==> config.mk <==
export PLATFORM = sky130hd
export DESIGN_NAME = mips_run_ctrl
export DESIGN_NICKNAME = d
export VERILOG_FILES = /design/src/rtl/mips_run_ctrl.sv
export SDC_FILE = /design/constraint.sdc
export NUM_CORES = 1
export LEC_CHECK = 0
export ABC_AREA = 1
export CORE_AREA = 2 2 188 190
export CTS_BUF_LIST = sky130_fd_sc_hd__clkbuf_8
export DETAILED_ROUTE_END_ITERATION = 10
export DIE_AREA = 0 0 190 192
export GPL_TIMING_DRIVEN = 0
export PLACE_DENSITY = 0.75
export SLEW_MARGIN = 20
export SYNTH_ARGS = -nofsm -noshare
export SYNTH_HDL_FRONTEND = slang
export SYNTH_SLANG_ARGS = --single-unit
export TNS_END_PERCENT = 10
==> constraint.sdc <==
create_clock -name clk -period 6 [get_ports clk]
set_clock_uncertainty 0.05 [all_clocks]
set_input_delay 0.9 -clock clk [delete_from_list [all_inputs] [get_ports clk]]
set_output_delay 0.9 -clock clk [all_outputs]
set_load 0.01 [all_outputs]
==> src/rtl/mips_run_ctrl.sv <==
`timescale 1ns/1ps
// mips_run_ctrl
// Run controller for the pipelined MIPS core. Holds the core in reset for a
// programmable number of cycles after start, then counts RUN cycles and
// retired GRF writes, ends the run on a PC stall (halt) or a cycle budget
// (timeout), and keeps a circular trace of the most recent GRF writes.
//
// Ports:
//   clk, reset          clock, synchronous active-high reset
//   start               one-cycle run request (honoured in IDLE and DONE)
//   pc                  core fetch PC
//   wb_valid/addr/data  core GRF write port
//   cpu_reset           reset to the core (low only while running)
//   running             high in RUN
//   done, timeout       sticky end-of-run flags; timeout = ended by budget
//   cycle_cnt, wb_cnt   RUN cycles and counted GRF writes (saturating)
//   trd_en              pop the trace head
//   trd_data            show-ahead head entry {wb_addr, wb_data}, 0 when empty
//   trace_empty, trace_count, trace_overflow  trace buffer status
module mips_run_ctrl #(
  parameter int PC_W         = 32,
  parameter int CNT_W        = 32,
  parameter int RESET_CYCLES = 2,
  parameter int MAX_CYCLES   = 1000,
  parameter int HALT_REPEAT  = 4,
  parameter int TRACE_DEPTH  = 8
) (
  input  logic                           clk,
  input  logic                           reset,
  input  logic                           start,
  input  logic [PC_W-1:0]                pc,
  input  logic                           wb_valid,
  input  logic [4:0]                     wb_addr,
  input  logic [31:0]                    wb_data,
  output logic                           cpu_reset,
  output logic                           running,
  output logic                           done,
  output logic                           timeout,
  output logic [CNT_W-1:0]               cycle_cnt,
  output logic [CNT_W-1:0]               wb_cnt,
  input  logic                           trd_en,
  output logic [36:0]                    trd_data,
  output logic                           trace_empty,
  output logic [$clog2(TRACE_DEPTH):0]   trace_count,
  output logic                           trace_overflow
);

  localparam int PTR_W  = $clog2(TRACE_DEPTH);
  localparam int TC_W   = PTR_W + 1;
  localparam int RST_W  = $clog2(RESET_CYCLES + 1);
  localparam int SAME_W = $clog2(HALT_REPEAT + 1);

  typedef enum logic [1:0] {IDLE, RST, RUN, DONE} state_t;

  state_t              state, state_nxt;
  logic [RST_W-1:0]    rst_cnt;
  logic [SAME_W-1:0]   same_cnt;
  logic [PC_W-1:0]     pc_q;
  logic                pc_q_vld;
  logic                start_rst;
  logic                halt_hit;
  logic                tmo_hit;
  logic [CNT_W-1:0]    cycle_inc;
  logic                push;
  logic                pop;
  logic                full;
  logic [PTR_W-1:0]    wr_ptr;
  logic [PTR_W-1:0]    rd_ptr;
  logic [36:0]         trace_mem [TRACE_DEPTH];

  // Counters stick at all-ones instead of wrapping.
  function automatic logic [CNT_W-1:0] sat_inc(input logic [CNT_W-1:0] v);
    return (&v) ? v : v + CNT_W'(1);
  endfunction

  // Equal-PC run length never needs to exceed the halt threshold.
  function automatic logic [SAME_W-1:0] same_inc(input logic [SAME_W-1:0] v);
    return (v == SAME_W'(HALT_REPEAT)) ? v : v + SAME_W'(1);
  endfunction

  assign cycle_inc = sat_inc(cycle_cnt);

  always_ff @(posedge clk) begin
    if (reset) state <= IDLE;
    else       state <= state_nxt;
  end

  always_comb begin
    state_nxt = state;
    cpu_reset = 1'b1;
    running   = 1'b0;
    start_rst = 1'b0;
    halt_hit  = 1'b0;
    tmo_hit   = 1'b0;
    case (state)
      IDLE, DONE: begin
        if (start) begin
          state_nxt = RST;
          start_rst = 1'b1;
        end
      end
      RST: begin
        if (rst_cnt == RST_W'(RESET_CYCLES - 1)) state_nxt = RUN;
      end
      RUN: begin
        cpu_reset = 1'b0;
        running   = 1'b1;
        // Halt is judged on the registered run length; timeout on the count
        // this edge produces, so the core runs exactly MAX_CYCLES cycles.
        halt_hit  = (same_cnt == SAME_W'(HALT_REPEAT));
        tmo_hit   = (cycle_inc == CNT_W'(MAX_CYCLES));
        if (halt_hit || tmo_hit) state_nxt = DONE;
      end
      default: state_nxt = IDLE;
    endcase
  end

  // ---- run counters, halt detection, end-of-run flags ----
  always_ff @(posedge clk) begin
    if (reset || start_rst) begin
      rst_cnt   <= '0;
      same_cnt  <= '0;
      pc_q_vld  <= 1'b0;
      cycle_cnt <= '0;
      wb_cnt    <= '0;
      done      <= 1'b0;
      timeout   <= 1'b0;
    end else begin
      case (state)
        RST: begin
          rst_cnt  <= rst_cnt + RST_W'(1);
          pc_q_vld <= 1'b0;
        end
        RUN: begin
          cycle_cnt <= cycle_inc;
          if (push) wb_cnt <= sat_inc(wb_cnt);
          pc_q_vld  <= 1'b1;
          same_cnt  <= (pc_q_vld && pc == pc_q) ? same_inc(same_cnt) : '0;
          if (halt_hit) begin
            done    <= 1'b1;
            timeout <= 1'b0;
          end else if (tmo_hit) begin
            done    <= 1'b1;
            timeout <= 1'b1;
          end
        end
        default: ;
      endcase
    end
  end

  always_ff @(posedge clk) begin
    if (state == RUN) pc_q <= pc;
  end

  // ---- trace buffer ----
  assign push        = running && wb_valid && (wb_addr != 5'd0);
  assign pop         = trd_en && !trace_empty;
  assign full        = (trace_count == TC_W'(TRACE_DEPTH));
  assign trace_empty = (trace_count == '0);
  assign trd_data    = trace_empty ? '0 : trace_mem[rd_ptr];

  always_ff @(posedge clk) begin
    if (push) trace_mem[wr_ptr] <= {wb_addr, wb_data};
  end

  always_ff @(posedge clk) begin
    if (reset || start_rst) begin
      wr_ptr         <= '0;
      rd_ptr         <= '0;
      trace_count    <= '0;
      trace_overflow <= 1'b0;
    end else begin
      if (push) wr_ptr <= wr_ptr + PTR_W'(1);
      // A push into a full buffer drops the oldest entry, so the read
      // pointer moves with it even without a pop.
      if (pop || (push && full)) rd_ptr <= rd_ptr + PTR_W'(1);
      if (push && !pop && !full)  trace_count <= trace_count + TC_W'(1);
      else if (pop && !push)      trace_count <= trace_count - TC_W'(1);
      if (push && full && !pop)   trace_overflow <= 1'b1;
    end
  end

endmodule

==> flow_metrics.env <==
export IMPL_tightest_slew_ns=0.791
export IMPL_grt_pass1_wl_mm=77.9
export IMPL_cts_hold_buf=0
export IMPL_reg2regPathDepth=10
export IMPL_ys_seq_elements=416
export IMPL_worst_slack_ns=1.19
export IMPL_yosys_warnings=0
export IMPL_worstSetupPathType="flop to output port"
export IMPL_htreeDepth=3
export IMPL_syn_area_per_cell_um2=9.85
export IMPL_vdd_ir_drop_max_mv=0.245
export IMPL_required_ns=5.05
export IMPL_grt_start_max_net_pins=25
export IMPL_syn_area_um2=18300
export IMPL_totalWireLength_mm=50.9
export IMPL_gp_congestion=0.950
export IMPL_place_hpwl_mm=34.7
export IMPL_synthCells=1863
export IMPL_antenna_found_initial=4
export IMPL_hold_depth=2
export IMPL_instances_no_fill=2636
export IMPL_clkLatencyLatePin_ns=0.60
export IMPL_clock_path_buffers=3
export IMPL_ctsResizeCount=0
export IMPL_wirelength_met1_mm=20.7
export IMPL_ys_types=39
export IMPL_tns_ns=0
export IMPL_io_pins=185
export IMPL_synth_edf_count=328
export IMPL_r2r_end="trace_mem[4][4]$_DFFE_PP_"
export IMPL_clk_pin_slew_ns=0.06
export IMPL_grt_pass1_vias=14500
export IMPL_fin_nets=2214
export IMPL_ant_nets=0
export IMPL_hold_path_end="wb_cnt[31]$_SDFFE_PP0P_"
export IMPL_viasPerCell=5.65
export IMPL_crit_path_end_kind="output port"
export IMPL_worstPathCellList="inv_1 -> clkbuf_1 -> clkbuf_1 -> clkbuf_1 -> nor2_1 -> o22ai_1 -> o21ai_0 -> a31oi_1 -> clkdlybuf4s50_1"
export IMPL_dieWidth_um=190
export IMPL_firstDrtPassIters=6
export IMPL_std_cell_rows=68
export IMPL_port_buffers=184
export IMPL_areaGrowthSynthToFinish_pct=22.0
export IMPL_initial_core_util_pct=53.5
export IMPL_cts_tree="done"
export IMPL_top_layer_used="met5"
export IMPL_via_count=14900
export IMPL_pre_cts_slack_ns=1.87
export IMPL_slew_violations=0
export IMPL_hp_class="flop to flop"
export IMPL_dr_first_iter_drc_count=1218
export IMPL_min_from="wb_cnt[31]$_SDFFE_PP0P_"
export IMPL_drc=0
export IMPL_start_kind="flop"
export IMPL_p_leak_nw=7.82
export IMPL_cts_inserted_buffers=67
export IMPL_synth_main_ff_cell="edfxtp_1"
export IMPL_placedCellCount=2514
export IMPL_critPathMaxFanout=10
export IMPL_crit_path_max_incr_delay_ns=0.59
export IMPL_setup_viol=0
export IMPL_postSynth_asyncResetShare_pct=0
export IMPL_drv_cap=0
export IMPL_core_um2=34300
export IMPL_outcome="complete, no violations"
export IMPL_power_total_mw=8.39
export IMPL_root_buffer="clkbuf_8"
export IMPL_dieArea_um2=36500
export IMPL_fmax_mhz=208
export IMPL_timing_slew_headroom_pct=47.3
export IMPL_wire_per_inst_um=19.3
export IMPL_finalHoldViolations=0
export IMPL_grt_overflow_total=0
export IMPL_crit_slowest_cell="clkdlybuf4s50_1"
export IMPL_cp_data_arrival_time_ns=3.86
export IMPL_drive_gt1_share_pct=5.97
export IMPL_seq_area_frac_synth_pct=63.3
export IMPL_p_per_area_nw_per_um2=375
export IMPL_grt_use_total_pct=27.8
export IMPL_reg2reg_slack_ns=2.71
export IMPL_critPathMostFrequentCell="clkbuf_1"
export IMPL_clock_sinks=416
export IMPL_rsz0062_at_grt="no"
export IMPL_hold_slack_ns=0.432
export IMPL_dr_wl_met3_mm=4.28
export IMPL_die_y_um=192
export IMPL_route_met2_wl_mm=24.5
export IMPL_period_share_pct=80.2
export IMPL_cts_setup_buffers=0
export IMPL_worst_r2r_startpoint="state[0]$_SDFFE_PP0P_"
export IMPL_fin_crit_ns=4.81
export IMPL_synthesis_nets=1949
-- synth_stat cells, drive strengths merged, types with 23 or more instances --
library cell    n  area [µm²]
edfxtp        328        9850
dfxtp          88        1760
clkbuf         71         267
nand3          43         220
a31oi          42         263
o21ai         227        1140
nand2         264        1020
a21oi          47         235
nand4          27         169
o22ai          39         244
inv           138         518
nor2          396        1520
xor2           23         201
nor3           24         120
-- report_power, final --
| part | total (mW) | switching (mW) | internal [mW] | leakage, nW |
|---|---|---|---|---|
| Sequential | 3.44 | 0.155 | 3.29 | 3.67 |
| Clock | 2.28 | 1.10 | 1.18 | 0.691 |
| Combinational | 2.67 | 1.66 | 1.01 | 3.46 |
-- critical path, delay by kind of cell, from the launching register on --
| kind | cells | cell delay (ns) |
|---|---|---|
| buffers and inverters | 5 | 2.20 |
| and+or+nand+nor | 1 | 0.08 |
| AOI/OAI and AO/OA | 3 | 0.57 |
| DFF | 1 | 0.40 |
-- registers in the layout, indices dropped and copies added (netlist names), named ones only --
| register | flops |
|---|---|
| pc_q_vld | 1 |
| cycle_cnt | 32 |
| timeout | 1 |
| wb_cnt | 32 |
| done | 1 |
| state | 2 |
| rd_ptr | 3 |
| trace_mem | 296 |
| wr_ptr | 3 |
| rst_cnt | 2 |
| same_cnt | 3 |
| trace_count | 4 |
| pc_q | 32 |
| trace_overflow | 1 |
-- area by class of cell --
class                      count  area (µm²)
clock buffer                  74        1020
buffer                        82         317
clock inverter                45         220
antenna                        3        7.51
multi-input combinational   1225        5960
inverter                     140         526
sequential                   416       11600
tap                          455         569
timing repair buffer         196        2150
fill                        2653       11900
-- cell usage in the layout, fill, tap and decap left out, types with 42 or more instances in the layout --
cell type	netlist	routed
clkdlybuf4s50_1	0	184
nand2_1	257	257
edfxtp_1	328	328
nand3_1	42	42
a31oi_1	42	42
o21ai_0	227	227
nor2_1	389	381
clkbuf_8	0	74
dfxtp_1	88	88
clkbuf_1	71	71
a21oi_1	47	47
inv_1	137	152
-- metrics by stage --
stage	util (%)	cell area, µm²
4_1_cts	65.2	22400
3_5_place_dp	61.6	21100
6_report	65.3	22400
3_3_place_gp	60.5	20800
5_1_grt	65.2	22400
2_1_floorplan	-	18300
-- kinds of logic after synthesis --
| group | Yosys count | share of synthesized area, % |
|---|---|---|
| compound gates | 381 | 11.3 |
| xor+xnor | 34 | 1.62 |
| fa+ha+maj | 12 | 0.859 |
| buf+inv | 222 | 4.59 |
| flops | 416 | 63.3 |
| simple gates | 798 | 18.3 |
-- how the worst max path moves through the flow --
| stage | startpoint | cells after the start | to | slack, ns |
|---|---|---|---|---|
| after floorplan | state[0]$_SDFFE_PP0P_ | 8 | trace_mem[0][0]$_DFFE_PP_ | 2.07 |
| after detailed placement | flop | 9 | trd_data[21] | 1.87 |
| final | flop | 9 | trd_data[21] | 1.19 |
| after CTS | flop | 9 | trd_data[21] | 1.20 |
| after global placement | state[0]$_SDFFE_PP0P_ | 8 | trace_mem[0][18]$_DFFE_PP_ | -0.09 |
| after global routing | flop | 9 | trd_data[21] | 0.99 |
-- metal layers --
metal  up-vias  track usage, %
met1      7087            35.7
met5         -               0
met3       118            5.23
li1       7001               -
met2       675            47.1
met4         2            10.8
(Power assumes the default switching activity.)
==> variant 1 (same flow settings) <==
The 4 states of `state_t` get a one-hot encoding in 4 bits.
--- a/src/rtl/mips_run_ctrl.sv
+++ b/src/rtl/mips_run_ctrl.sv
@@ -50,7 +50,7 @@
   localparam int RST_W  = $clog2(RESET_CYCLES + 1);
   localparam int SAME_W = $clog2(HALT_REPEAT + 1);
 
-  typedef enum logic [1:0] {IDLE, RST, RUN, DONE} state_t;
+  typedef enum logic [3:0] {IDLE = 4'b0001, RST = 4'b0010, RUN = 4'b0100, DONE = 4'b1000} state_t;
 
   state_t              state, state_nxt;
   logic [RST_W-1:0]    rst_cnt;
Check against the original RTL: same outputs for any inputs over 4 cycles, from zero or initial values and one cycle with reset high; so few cycles prove little.
==> variant 1 against the original RTL <==
- worst setup slack worse by 0.037 ns
- design area up 1.4%
- clock power up 3%
- count of clock-buffer cells in the layout up 1
- sequential cell count up 2
- final cell count up 2.7%
- synthesized cell count up 2.3%
- maximum frequency down 0.75%
- power up 0.23%
- area after synthesis up 1.2%
- wire length about the same
- highest routed layer unchanged
==> variant 1: results (changes against the original RTL) <==
* Outcome: completed (unchanged)
* Critical path destination: trd_data[33] (was trd_data[21])
* Post-Syn Instances at 1,905 (was 1,863)
* Non-clk bufs at 308 (was 278)
* Worst hold path depth at 1 (was 2)
* Maximum vdd drop at 0.248 mV (was 0.245 mV)
* Final period utilization at 80.8% (was 80.2%)
* FILL cells at 2,644 (was 2,653)
* Footprint of the multi-input gates at 6040 um2 (was 5960 um2)
* Post-synthesis adder-cell area fraction at 0.714% (was 0.859%)
* Final standard cell area without fillers at 22,700 um2 (was 22,400 um2)
* Multi-input gates at 1,256 (was 1,225)
* Leak pwr at 7.99 nW (was 7.82 nW)
* Post-synthesis xor/xnor area fraction at 1.79% (was 1.62%)
* Reg2reg start: state[3] (was state[0])
* Drt via density at 5.63 (was 5.65)
* FF-to-FF path depth at 13 (was 10)
* Synth top area cells: edfxtp_1, dfxtp_1, nor2_1, o21ai_0, nand2_1 (unchanged)
* Critical Path AT at 3.90 ns (was 3.86 ns)
* Met3 usage at 6.03% (was 5.23%)
* Post-DP HPWL at 36.2 mm (was 34.7 mm)
* Relative slew slack at 41.5% (was 47.3%)
* Layout cells sized above 1 at 7.83% (was 5.97%)
* Reg2reg end: trace_mem[5][25] (was trace_mem[4][4])
* Fraction of the mapped netlist area in compound gates at 11.0% (was 11.3%)
* Most instantiated cells after synthesis: nor2_1, edfxtp_1, nand2_1 (unchanged)
* Via count at 15,235 (was 14,883)
* Hold Crit Start: trace_overflow (was wb_cnt[31])
* Clk pwr share at 27.8% (was 27.2%)
* Hold Path Sink: trace_overflow (was wb_cnt[31])
* Post-Route M1 WL at 20.6 mm (was 20.7 mm)
* Layout non-clock buf frac at 11.4% (was 11.0%)
==> variant 1: cell types whose count changed after synthesis, moves of 4 or more <==
| cell | delta |
|---|---|
| xnor2_1 | +9 |
| nor2_1 | +4 |
| nor4b_1 | -4 |
| o211ai_1 | -5 |
| nand3_1 | +17 |
| clkbuf_1 | -4 |
| nor3_1 | +17 |
| o21ai_1 | +4 |
| xor2_1 | -5 |
| a21oi_1 | +9 |
| nand4_1 | -8 |
| inv_1 | +10 |
==> variant 1: through the flow <==
step	TNS, ns	power, W	utilization [%]
6_report	0	0.00841	66.2
5_1_grt	0	0.00884	66.1
4_1_cts	0	0.00844	66.1
3_5_place_dp	0	0.00611	62.4
3_3_place_gp	-444.78	0.00604	61.2
2_1_floorplan	0	0.00476	-
==> variant 2 (config.mk and constraints unchanged) <==
Made on the original files. Change the parameter `PC_W` from 32 to 64.
--- a/src/rtl/mips_run_ctrl.sv
+++ b/src/rtl/mips_run_ctrl.sv
@@ -18,7 +18,7 @@
 //   trd_data            show-ahead head entry {wb_addr, wb_data}, 0 when empty
 //   trace_empty, trace_count, trace_overflow  trace buffer status
 module mips_run_ctrl #(
-  parameter int PC_W         = 32,
+  parameter int PC_W         = 64,
   parameter int CNT_W        = 32,
   parameter int RESET_CYCLES = 2,
   parameter int MAX_CYCLES   = 1000,
Ports: changed (resized pc); port bits go from 185 to 217. No check against the original RTL was run, so the function may have changed too.
==> variant 2 against the original RTL <==
- power is 8.6% higher
- wire length is 5.1% higher
- sequential share of layout area shrank 0.53 points
- area after synthesis grew 9.1%
- sequential cell count grew 32
- worst setup slack worse by 0.041 ns
- critical path type unchanged
- design area up 9.4%
- highest routed layer unchanged
- largest cell class unchanged
- non-clock buffer count rose by 32
==> variant 2: results (changes against the original RTL) <==
* Global-route wire length before repair at 82.5 mm (was 77.9 mm)
* NumNets Final at 2,452 (was 2,214)
* Global Route Usage Sum at 29.3% (was 27.8%)
* Psw at 0.00316 W (was 0.00292 W)
* Unique masters post-synth at 38 (was 39)
* Maximum vdd drop at 0.188 mV (was 0.245 mV)
* Initial antenna violation count at 4 (unchanged)
* Hold_ws at 0.429 ns (was 0.432 ns)
* Crit path max fanout at 10 (unchanged)
* Fraction of the mapped netlist area in compound gates at 10.1% (was 11.3%)
* Post-Syn Instances at 2,032 (was 1,863)
* Pin count of the biggest net entering global routing at 57 (was 25)
* Antenna-violating nets left at 0 (unchanged)
* Post-DP HPWL at 36.7 mm (was 34.7 mm)
* Synth Cell Area at 20,000 um2 (was 18,300 um2)
* Synth top area cells: edfxtp_1, dfxtp_1, nor2_1, o21ai_0, nand2_1 (unchanged)
* Post-synthesis adder-cell area fraction at 0.787% (was 0.859%)
* Most instantiated cells after synthesis: nor2_1, edfxtp_1, nand2_1 (unchanged)
* Clock-pin slew on the worst setup and hold paths at 0.06 ns (about the same)
* Worst-Margin Slew at 0.791 ns (about the same)
* Outcome: completed (unchanged)
* Reg2Reg Setup Slack at 2.66 ns (was 2.71 ns)
* Drt first-iter violations at 1,685 (was 1,218)
* Leak pwr at 8.67 nW (was 7.82 nW)
* Mapped Nets at 2,150 (was 1,949)
* Final std cells w/o fill at 2,850 (was 2,636)
* Critical Path AT at 3.90 ns (was 3.86 ns)
* EDFF count, synth at 360 (was 328)
* WL/cell at 18.8 um (was 19.3 um)
* PortBufs at 216 (was 184)
* Total CTS buffers at 73 (was 67)
* Drt via density at 5.66 (was 5.65)
* Layout cells sized above 1 at 6.94% (was 5.97%)
* Post-synthesis sequential area ratio at 62.8% (was 63.3%)
* Dpl cells at 2,714 (was 2,514)
* Post-synthesis xor/xnor area fraction at 2.67% (was 1.62%)
* RePlAce Congestion at 0.978 (was 0.950)
* Longest Clk Path Bufs at 3 (unchanged)
* Number of global-route vias before repair at 15,689 (was 14,529)
-- variant 2: critical path, stage by stage, from the launching register on --
cell and delay [ns]:
dfxtp_1 0.40, inv_1 0.15, clkbuf_1 0.40, clkbuf_1 0.50, clkbuf_1 0.50, nor2_1 0.09
o22ai_1 0.17, o21ai_0 0.10, a31oi_1 0.35, clkdlybuf4s50_1 0.62
-- variant 2: logic make-up (layout without fill, tap and decap cells) --
| family | count (synthesis) | count (layout) |
|---|---|---|
| AND/OR/NAND/NOR | 896 | 896 |
| flip-flops | 448 | 448 |
| AO/OA/AOI/OAI | 372 | 372 |
| buffers and inverters | 243 | 603 |
| XOR/XNOR | 61 | 61 |
| adder cells (fa/ha/maj) | 12 | 12 |
| other | 0 | 3 |
-- variant 2: cell type report --
class / instances / area [um2]
Antenna cell: 3 / 7.51
Tap cell: 455 / 569
Multi-Input combinational cell: 1341 / 6600
Timing Repair Buffer: 227 / 2450
Inverter: 160 / 601
Clock buffer: 75 / 1030
Fill cell: 2554 / 9810
Sequential cell: 448 / 12600
Clock inverter: 58 / 320
Buffer: 83 / 325
-- variant 2: through the flow --
step	power [W]	worst slack, ns	cell area, um2	TNS, ns
6_report	0.00912	1.15	24500	0
5_1_grt	0.00958	1.04	24500	0
4_1_cts	0.00913	1.16	24500	0
3_5_place_dp	0.00665	1.83	23100	0
3_3_place_gp	0.00657	-1.24	22800	-326.82
2_1_floorplan	0.00533	1.04	20000	0
-- variant 2: power by group through the flow --
| stage | clock network (W) | registers, W | logic, W |
|---|---|---|---|
| finish | 0.00249 | 0.00377 | 0.00286 |
| CTS | 0.00253 | 0.00376 | 0.00284 |
| floorplan | 0 | 0.00381 | 0.00153 |
| global placement | 0 | 0.00383 | 0.00274 |
| detailed placement | 0 | 0.00382 | 0.00282 |
| global route | 0.00266 | 0.00378 | 0.00313 |
-- variant 2: worst paths after layout --
path | start | endpoint
setup / recovery | register | trd_data[33]
hold reg to reg | timeout | timeout
setup reg to reg | state[0] | trace_mem[0][25]
hold / removal | timeout | timeout
-- variant 2: layer usage --
layer  wire length, um  vias to the layer above  track usage, %
met5                12                        -               0
met4              1370                        2            11.9
met3              5110                      111            5.68
met2             25000                      815            46.8
met1             22000                     7559            39.7
li1                  -                     7639               -
